==> src/rtl/pipeline_ctrl_if.sv <==
// Datapath <-> pipeline_ctrl handshake bundle: decode metadata and hit strobes in,
// stage enables, flushes, forwarding selects and halt out.
interface pipeline_ctrl_if #(
    parameter int STAGES = 4,
    parameter int REG_W  = 5,
    parameter int FW     = $clog2(STAGES)
);
    logic              ihit;
    logic              dhit;
    logic [REG_W-1:0]  dec_rsel1;
    logic [REG_W-1:0]  dec_rsel2;
    logic              dec_wen;
    logic [REG_W-1:0]  dec_wsel;
    logic              dec_load;
    logic              dec_uses_rt;
    logic              dec_halt;
    logic              br_taken;
    logic              mem_req;
    logic              pc_en;
    logic [STAGES-1:0] pipe_en;
    logic [STAGES-1:0] flush;
    logic [FW-1:0]     fwd_a;
    logic [FW-1:0]     fwd_b;
    logic              halt;
    logic              stall_load;

    modport master (
        output ihit, dhit, dec_rsel1, dec_rsel2, dec_wen, dec_wsel, dec_load,
               dec_uses_rt, dec_halt, br_taken, mem_req,
        input  pc_en, pipe_en, flush, fwd_a, fwd_b, halt, stall_load
    );

    modport slave (
        input  ihit, dhit, dec_rsel1, dec_rsel2, dec_wen, dec_wsel, dec_load,
               dec_uses_rt, dec_halt, br_taken, mem_req,
        output pc_en, pipe_en, flush, fwd_a, fwd_b, halt, stall_load
    );
endinterface

==> src/rtl/pipeline_ctrl.sv <==
// Depth-parametrised MIPS pipeline sequencer: stall/flush/enable generation, EX forwarding, sticky halt.
// Optional PIPE_PERF_CNT_EN adds cyc_cnt/stall_cnt/flush_cnt performance counters.
module pipeline_ctrl #(
    parameter int STAGES = 4,
    parameter int REG_W  = 5,
    parameter int FW     = $clog2(STAGES)
) (
    input  logic              CLK,
    input  logic              nRST,
    pipeline_ctrl_if.slave    bus
`ifdef PIPE_PERF_CNT_EN
    ,
    output logic [31:0]       cyc_cnt,
    output logic [31:0]       stall_cnt,
    output logic [31:0]       flush_cnt
`endif
);
    typedef struct packed {
        logic             valid;
        logic             wen;
        logic [REG_W-1:0] wsel;
        logic             load;
        logic             halt;
    } rec_t;

    rec_t [STAGES-1:1] rec_q, rec_d;
    logic [REG_W-1:0]  rs1_q, rs1_d, rs2_q, rs2_d;
    logic              urt_q, urt_d;
    logic              halt_q, halt_d;

    logic              advance, hz, shift_en;
    logic              pc_en;
    logic [STAGES-1:0] pipe_en, flush;
    logic              stall_load;
    logic [FW-1:0]     fwd_a, fwd_b;

    // The last record's load/halt flags have no consumer beyond it.
    logic unused_rec;
    assign unused_rec = ^rec_q[STAGES-1];

    function automatic logic fwd_hit(input rec_t r, input logic [REG_W-1:0] sel);
        return r.valid & r.wen & (r.wsel != '0) & (r.wsel == sel);
    endfunction

    assign advance  = bus.mem_req ? bus.dhit : bus.ihit;
    assign hz       = rec_q[1].valid & rec_q[1].load & (rec_q[1].wsel != '0) &
                      ((rec_q[1].wsel == bus.dec_rsel1) |
                       (bus.dec_uses_rt & (rec_q[1].wsel == bus.dec_rsel2)));
    assign shift_en = advance & ~halt_q;

    always_comb begin
        pc_en      = 1'b0;
        pipe_en    = '0;
        flush      = '0;
        stall_load = 1'b0;
        if (shift_en) begin
            if (bus.br_taken) begin
                pc_en    = 1'b1;
                pipe_en  = '1;
                flush[0] = 1'b1;
                flush[1] = 1'b1;
            end else if (hz) begin
                // IF/ID holds the dependent instruction; a bubble enters ID/EX.
                pipe_en    = '1;
                pipe_en[0] = 1'b0;
                flush[1]   = 1'b1;
                stall_load = 1'b1;
            end else if (bus.mem_req) begin
                pipe_en  = '1;
                flush[0] = 1'b1;
            end else begin
                pc_en   = 1'b1;
                pipe_en = '1;
            end
        end
    end

    always_comb begin
        rec_d  = rec_q;
        rs1_d  = rs1_q;
        rs2_d  = rs2_q;
        urt_d  = urt_q;
        halt_d = halt_q | (rec_q[2].valid & rec_q[2].halt);
        if (shift_en) begin
            for (int k = 2; k < STAGES; k++) rec_d[k] = rec_q[k-1];
            if (flush[1]) begin
                rec_d[1] = '0;
                rs1_d    = '0;
                rs2_d    = '0;
                urt_d    = 1'b0;
            end else begin
                rec_d[1].valid = 1'b1;
                rec_d[1].wen   = bus.dec_wen;
                rec_d[1].wsel  = bus.dec_wsel;
                rec_d[1].load  = bus.dec_load;
                rec_d[1].halt  = bus.dec_halt;
                rs1_d          = bus.dec_rsel1;
                rs2_d          = bus.dec_rsel2;
                urt_d          = bus.dec_uses_rt;
            end
        end
    end

    // Scan from the oldest stage toward stage 2 so the nearest producer wins.
    always_comb begin
        fwd_a = '0;
        fwd_b = '0;
        for (int k = STAGES-1; k >= 2; k--) begin
            if (fwd_hit(rec_q[k], rs1_q))          fwd_a = FW'(k);
            if (urt_q && fwd_hit(rec_q[k], rs2_q)) fwd_b = FW'(k);
        end
    end

    always_ff @(posedge CLK or negedge nRST) begin
        if (!nRST) begin
            rec_q  <= '0;
            rs1_q  <= '0;
            rs2_q  <= '0;
            urt_q  <= 1'b0;
            halt_q <= 1'b0;
        end else begin
            rec_q  <= rec_d;
            rs1_q  <= rs1_d;
            rs2_q  <= rs2_d;
            urt_q  <= urt_d;
            halt_q <= halt_d;
        end
    end

    assign bus.pc_en      = pc_en;
    assign bus.pipe_en    = pipe_en;
    assign bus.flush      = flush;
    assign bus.fwd_a      = fwd_a;
    assign bus.fwd_b      = fwd_b;
    assign bus.halt       = halt_q;
    assign bus.stall_load = stall_load;

`ifdef PIPE_PERF_CNT_EN
    logic [31:0] cyc_q, cyc_d, stall_q, stall_d, flsh_q, flsh_d;

    always_comb begin
        cyc_d   = cyc_q;
        stall_d = stall_q;
        flsh_d  = flsh_q;
        if (!halt_q) begin
            cyc_d = cyc_q + 32'd1;
            if (!advance || hz)          stall_d = stall_q + 32'd1;
            if (advance && bus.br_taken) flsh_d  = flsh_q + 32'd1;
        end
    end

    always_ff @(posedge CLK or negedge nRST) begin
        if (!nRST) begin
            cyc_q   <= '0;
            stall_q <= '0;
            flsh_q  <= '0;
        end else begin
            cyc_q   <= cyc_d;
            stall_q <= stall_d;
            flsh_q  <= flsh_d;
        end
    end

    assign cyc_cnt   = cyc_q;
    assign stall_cnt = stall_q;
    assign flush_cnt = flsh_q;
`endif
endmodule
==> src/flat_wrapper.sv <==
// flat-port wrapper written by rule: the top's interface ports become plain ports
module pipeline_ctrl_flat 
#(
    parameter int STAGES = 4,
    parameter int REG_W  = 5,
    parameter int FW     = $clog2(STAGES)
)
  (CLK, nRST, bus_ihit, bus_dhit, bus_dec_rsel1, bus_dec_rsel2, bus_dec_wen, bus_dec_wsel, bus_dec_load, bus_dec_uses_rt, bus_dec_halt, bus_br_taken, bus_mem_req, bus_pc_en, bus_pipe_en, bus_flush, bus_fwd_a, bus_fwd_b, bus_halt, bus_stall_load);
  pipeline_ctrl_if #(.STAGES(STAGES), .REG_W(REG_W), .FW(FW)) bus_i ();
  input  logic CLK;
  input  logic nRST;
  input wire logic [$bits(bus_i.ihit)-1:0] bus_ihit;
  input wire logic [$bits(bus_i.dhit)-1:0] bus_dhit;
  input wire logic [$bits(bus_i.dec_rsel1)-1:0] bus_dec_rsel1;
  input wire logic [$bits(bus_i.dec_rsel2)-1:0] bus_dec_rsel2;
  input wire logic [$bits(bus_i.dec_wen)-1:0] bus_dec_wen;
  input wire logic [$bits(bus_i.dec_wsel)-1:0] bus_dec_wsel;
  input wire logic [$bits(bus_i.dec_load)-1:0] bus_dec_load;
  input wire logic [$bits(bus_i.dec_uses_rt)-1:0] bus_dec_uses_rt;
  input wire logic [$bits(bus_i.dec_halt)-1:0] bus_dec_halt;
  input wire logic [$bits(bus_i.br_taken)-1:0] bus_br_taken;
  input wire logic [$bits(bus_i.mem_req)-1:0] bus_mem_req;
  output wire logic [$bits(bus_i.pc_en)-1:0] bus_pc_en;
  output wire logic [$bits(bus_i.pipe_en)-1:0] bus_pipe_en;
  output wire logic [$bits(bus_i.flush)-1:0] bus_flush;
  output wire logic [$bits(bus_i.fwd_a)-1:0] bus_fwd_a;
  output wire logic [$bits(bus_i.fwd_b)-1:0] bus_fwd_b;
  output wire logic [$bits(bus_i.halt)-1:0] bus_halt;
  output wire logic [$bits(bus_i.stall_load)-1:0] bus_stall_load;
  assign bus_i.ihit = bus_ihit;
  assign bus_i.dhit = bus_dhit;
  assign bus_i.dec_rsel1 = bus_dec_rsel1;
  assign bus_i.dec_rsel2 = bus_dec_rsel2;
  assign bus_i.dec_wen = bus_dec_wen;
  assign bus_i.dec_wsel = bus_dec_wsel;
  assign bus_i.dec_load = bus_dec_load;
  assign bus_i.dec_uses_rt = bus_dec_uses_rt;
  assign bus_i.dec_halt = bus_dec_halt;
  assign bus_i.br_taken = bus_br_taken;
  assign bus_i.mem_req = bus_mem_req;
  assign bus_pc_en = bus_i.pc_en;
  assign bus_pipe_en = bus_i.pipe_en;
  assign bus_flush = bus_i.flush;
  assign bus_fwd_a = bus_i.fwd_a;
  assign bus_fwd_b = bus_i.fwd_b;
  assign bus_halt = bus_i.halt;
  assign bus_stall_load = bus_i.stall_load;
  pipeline_ctrl #(.STAGES(STAGES), .REG_W(REG_W), .FW(FW)) u_core (.CLK(CLK), .nRST(nRST), .bus(bus_i));
endmodule
==> config.mk <==
export PLATFORM = sky130hd
export DESIGN_NAME = pipeline_ctrl_flat
export DESIGN_NICKNAME = d
export VERILOG_FILES = /design/src/rtl/pipeline_ctrl_if.sv /design/src/rtl/pipeline_ctrl.sv /design/src/flat_wrapper.sv
export SDC_FILE = /design/constraint.sdc
export NUM_CORES = 1
export LEC_CHECK = 0
export CORE_ASPECT_RATIO = 1.5
export CORE_UTILIZATION = 54
export DETAILED_ROUTE_END_ITERATION = 12
export GPL_TIMING_DRIVEN = 0
export PLACE_DENSITY = 0.82
export SYNTH_ARGS = -nofsm -noshare
export SYNTH_HDL_FRONTEND = slang
export SYNTH_SLANG_ARGS = --single-unit
==> constraint.sdc <==
create_clock -name CLK -period 4.8 [get_ports CLK]
set_input_delay 0.96 -clock CLK [delete_from_list [all_inputs] [get_ports CLK]]
set_output_delay 0.96 -clock CLK [all_outputs]
set_load 0.02 [all_outputs]
==> results.txt, run 1 <==
The via total after detailed routing was 2013; the max-slew headroom at the worst pin was 0.456. Counting distinct cell types in the post-synthesis netlist gives 33. The share of layout cells above drive strength 1 was 0.0875. For the hold violation total from the final report, the log shows 0. The first global-routing pass estimated 9180 µm of wire. The HPWL after detailed placement is 4050 µm. The worst register-to-register path begins at u_core.rec_q[6]$_DFFE_PN0P_. Floorplan row count: 27. Tracing the worst setup path back leads to its startpoint at bus_mem_req. The source of the worst hold timing path is u_core.rec_q[7]$_DFFE_PN0P_. The clock latency of the later-clocked register in the worst-skew pair came out at 0.29 ns. In the routed design, unresolved DRC markers number 0.

The number of enable-type register cells in the synthesized netlist was 0. Remaining antenna violation count after routing: 0. TritonCTS built the clock tree. Of all nets on the critical path, the largest fanout is 10. The worst-margin pin slew came out at 0.816 ns.

Across the whole layout, storage elements account for 901 µm². The worst setup path is captured at an output pin. Static timing analysis puts the maximum clock frequency at 0.231 GHz. Setup repair after global routing left no endpoint under its margin. Via density per instance: 5.92.

A synthesized cell averages 8.53 µm². The root buffer cell chosen for the clock tree is clkbuf_8. The number of antenna violations at the first check in global routing is 0, and the number of gates resized after CTS is 0.

Entering global routing, the biggest net connects 37 pins. The tools report the overall overflow remaining after global route as 0. The core region is 3720 µm². 0 antenna diodes ended up in the layout. Warning count from the yosys run: 0. The total power after layout came out at 1.39 mW. The switching part of the total power works out to 0.381. The clock net sink count came out at 36. In this run, CTS created clock tree buffers numbering 5.

IR analysis of the VDD net gives a maximum drop of 445 µV. The run finished with clean final reports. Among cell families on the critical path, the largest total delay comes from buffers and inverters. Count of pins over their slew limit: 0. The share of the cycle needed by the critical path after routing was 0.901.

In this run the power density over the cells is 516 nW/µm². Cell type with the highest aggregate area in the netlist: dfrtp_1. The run gives 0.724 as the post-route core utilization. The share of power burned in combinational logic is 0.347, and the count of input and output buffers is 37. The area occupied by multi-input gates is 1120 µm², and the area fraction of the dominant cell type after synthesis is 0.421. The worst stage delay on the critical path came out at 0.63 ns.

The tools report the internal power consumption as 0.859 mW. Data on the critical path is required at its endpoint by 3.84 ns. The area growth from synthesis to layout was 25.6%; the length of the first detailed-routing pass in iterations was 4. The tightest min-delay check is of the reg -> reg type. The leading cell type by number of instances after synthesis is nand2_1. The net count of the finished layout is 321. The worst setup path is of the in -> out kind. The maximum number of buffers from clock root to sink was 2. For this design the static power due to leakage is 1.13 nW.

Sorting the synthesized cells by how often they occur yields 68 x nand2_1, 36 x dfrtp_1, 23 x nand4_1. The tools report the via count of the first global-routing pass as 1905. The tool flagged a number of max-cap violations equal to 0. The filler cell count is 303. The clock share of power is 0.211, and the placer's final routability congestion estimate is 0.937.

Wires add up to 5540 µm. CTS clock-pin slew for the worst setup and hold paths: 0.07 ns. In this run the horizontal extent of the chip is 53.4 µm.

The tools report the synthesized instance count as 251. The tools report the global router's overall resource usage as 0.302. The post-route clock skew is 0.00537 ns. Walking the worst path, the cells encountered are clkdlybuf4s50_1 -> mux2i_1 -> or2_2 -> inv_1 -> buf_2 -> buf_2 -> o21ai_0 -> a21oi_1 -> clkdlybuf4s50_1. For this design, the CTS-stage hold fixing added 0 buffers. The floorplan step defined a die boundary enclosing 4230 µm².

For this design the total switching power over the nets is 0.529 mW. The count of pins on the block boundary is 40. Final critical delay including setup and external delays: 4.32 ns. The number of setup buffers added after CTS is 0. The per-cell routed wire length is 16.3 µm, and the number of synthesized register bits is 36. On the critical path, the stage with the largest delay is an instance of clkdlybuf4s50_1. The logs give 0.442 for the share of power burned in registers and 87 for the initial DRC count. The logs give 0.421 for the post-synthesis sequential area ratio and 0 ns for the final-layout setup total negative slack. The proportion of synthesized flip-flops having asynchronous set or reset is 1.00, and the die span in y is 79.1 µm. Together, buffers and inverters on the worst path number 5. The tools report the initial standard-cell utilization of the core as 0.576. By area the synthesized netlist is led by dfrtp_1 42%, nand2_1 12%, xnor2_1 8.6%, o211ai_1 7.0%, nand4_1 6.7%. For the worst path arrival time, the log shows 3.36 ns.

The worst setup path is launched from an input port. In the synthesized netlist the dominant register cell turns out to be dfrtp_1. Total setup violations reported at the end of the flow: 0. The mapped netlist covers 2140 µm². For the number of levels the H-tree was split into, the log shows 2.
[registers in the layout, summed over array words and instances (netlist names)]
| name | flops |
|---|---|
| u_core.urt_q | 1 |
| u_core.rs1_q | 5 |
| u_core.bus.halt | 1 |
| u_core.rs2_q | 5 |
| u_core.rec_q | 24 |
[per-stage QoR]
| stage | instances | hold slack [ns] | setup WS, ns | instance area [µm²] |
|---|---|---|---|---|
| 2_1_floorplan | 252 | 0.439 | 1.56 | 2150 |
| 3_3_place_gp | 332 | 0.458 | 0.514 | 2570 |
| 3_5_place_dp | 332 | 0.461 | 0.487 | 2560 |
| 4_1_cts | 340 | 0.480 | 0.488 | 2690 |
| 5_1_grt | 340 | 0.514 | 0.302 | 2690 |
| 6_report | 340 | 0.482 | 0.477 | 2690 |
[worst min-delay path, delay by kind of cell, from the launching register on]
family	cells	cell delay (ns)
DFF	1	0.35
and+or+nand+nor	2	0.10
[layout make-up]
class / count / share of cell area
clock buffers: 7 / 0.0358
plain buffers: 23 / 0.0442
multi-input cells: 191 / 0.416
flip-flops and latches: 36 / 0.335
clock inverters: 1 / 0.0112
repair buffers: 37 / 0.136
well taps: 43 / 0.0200
inverters: 2 / 0.00279
[routing by layer]
metal | track usage | routed length, µm
met5 | 0 | 0
met4 | 0.155 | 186
met3 | 0.0556 | 235
met2 | 0.493 | 2940
met1 | 0.367 | 2170
[power by group through the flow]
stage | Sequential, mW | Combinational [mW] | Clock [mW]
floorplan | 0.562 | 0.371 | 0
global placement | 0.611 | 0.461 | 0
detailed placement | 0.616 | 0.476 | 0
CTS | 0.610 | 0.482 | 0.295
global route | 0.630 | 0.538 | 0.311
finish | 0.614 | 0.482 | 0.292
[final timing paths]
| kind | to | slack, ns | cells after the start |
|---|---|---|---|
| worst max register to register | u_core.rec_q[6]$_DFFE_PN0P_ | 2.84 | 5 |
| worst min-delay path | u_core.rec_q[16]$_DFFE_PN0P_ | 0.48 | 2 |
| worst min register to register | u_core.rec_q[16]$_DFFE_PN0P_ | 0.48 | 2 |
| worst max-delay path | bus_flush[0] | 0.48 | 9 |
| min in group asynchronous | u_core.bus.halt$_DFF_PN0_ | 0.76 | 1 |
| max in group asynchronous | u_core.rec_q[21]$_DFFE_PN0P_ | 3.53 | 1 |
[logic make-up after synthesis]
group	Yosys count	synth area share
AOI/OAI and AO/OA	33	0.120
xor gates and xnor gates	30	0.123
and+or+nand+nor	125	0.271
buffers and inverters	25	0.0590
muxes	1	0.00467
other	1	0.00175
DFF	36	0.421
[cells in the final DEF, fill, tap and decap left out]
cell type / Yosys / routed
nor4_1: 2 / 2
or2_2: 2 / 2
o221a_2: 1 / 1
o211ai_1: 20 / 20
a21o_1: 1 / 1
a221oi_2: 1 / 1
inv_1: 2 / 2
and3_1: 1 / 1
dfrtp_1: 36 / 36
bufinv_16: 0 / 1
o22ai_1: 1 / 1
o211ai_2: 1 / 1
nor2_2: 1 / 1
clkbuf_1: 12 / 12
o41ai_1: 1 / 1
o22a_1: 1 / 1
or4_1: 2 / 2
clkbuf_8: 0 / 7
nor2_1: 2 / 2
conb_1: 1 / 2
o21ai_0: 2 / 2
o311a_1: 1 / 1
a21oi_1: 2 / 2
nand2_1: 68 / 68
clkdlybuf4s50_1: 0 / 36
xor2_1: 9 / 9
nand3_1: 21 / 21
or3_1: 1 / 1
xnor2_1: 21 / 21
nor3_1: 2 / 2
buf_6: 1 / 1
o31ai_1: 1 / 1
buf_4: 5 / 5
mux2i_1: 1 / 1
nand4_1: 23 / 23
buf_2: 5 / 6
(Power assumes the default switching activity.)
==> run 2, diff against run 1 <==
--- a/config.mk
+++ b/config.mk
@@ -5,6 +5,7 @@
 export SDC_FILE = /design/constraint.sdc
 export NUM_CORES = 1
 export LEC_CHECK = 0
+export CAP_MARGIN = 20
 export CORE_ASPECT_RATIO = 1.5
 export CORE_UTILIZATION = 54
 export DETAILED_ROUTE_END_ITERATION = 12
==> results of run 2 <==
Final layout, timing and power as in run 1 (identical DEF).
==> run 3, diff against run 2 <==
--- a/config.mk
+++ b/config.mk
@@ -5,7 +5,6 @@
 export SDC_FILE = /design/constraint.sdc
 export NUM_CORES = 1
 export LEC_CHECK = 0
-export CAP_MARGIN = 20
 export CORE_ASPECT_RATIO = 1.5
 export CORE_UTILIZATION = 54
 export DETAILED_ROUTE_END_ITERATION = 12
==> results of run 3 <==
Final layout, timing and power as in run 1 (identical DEF).
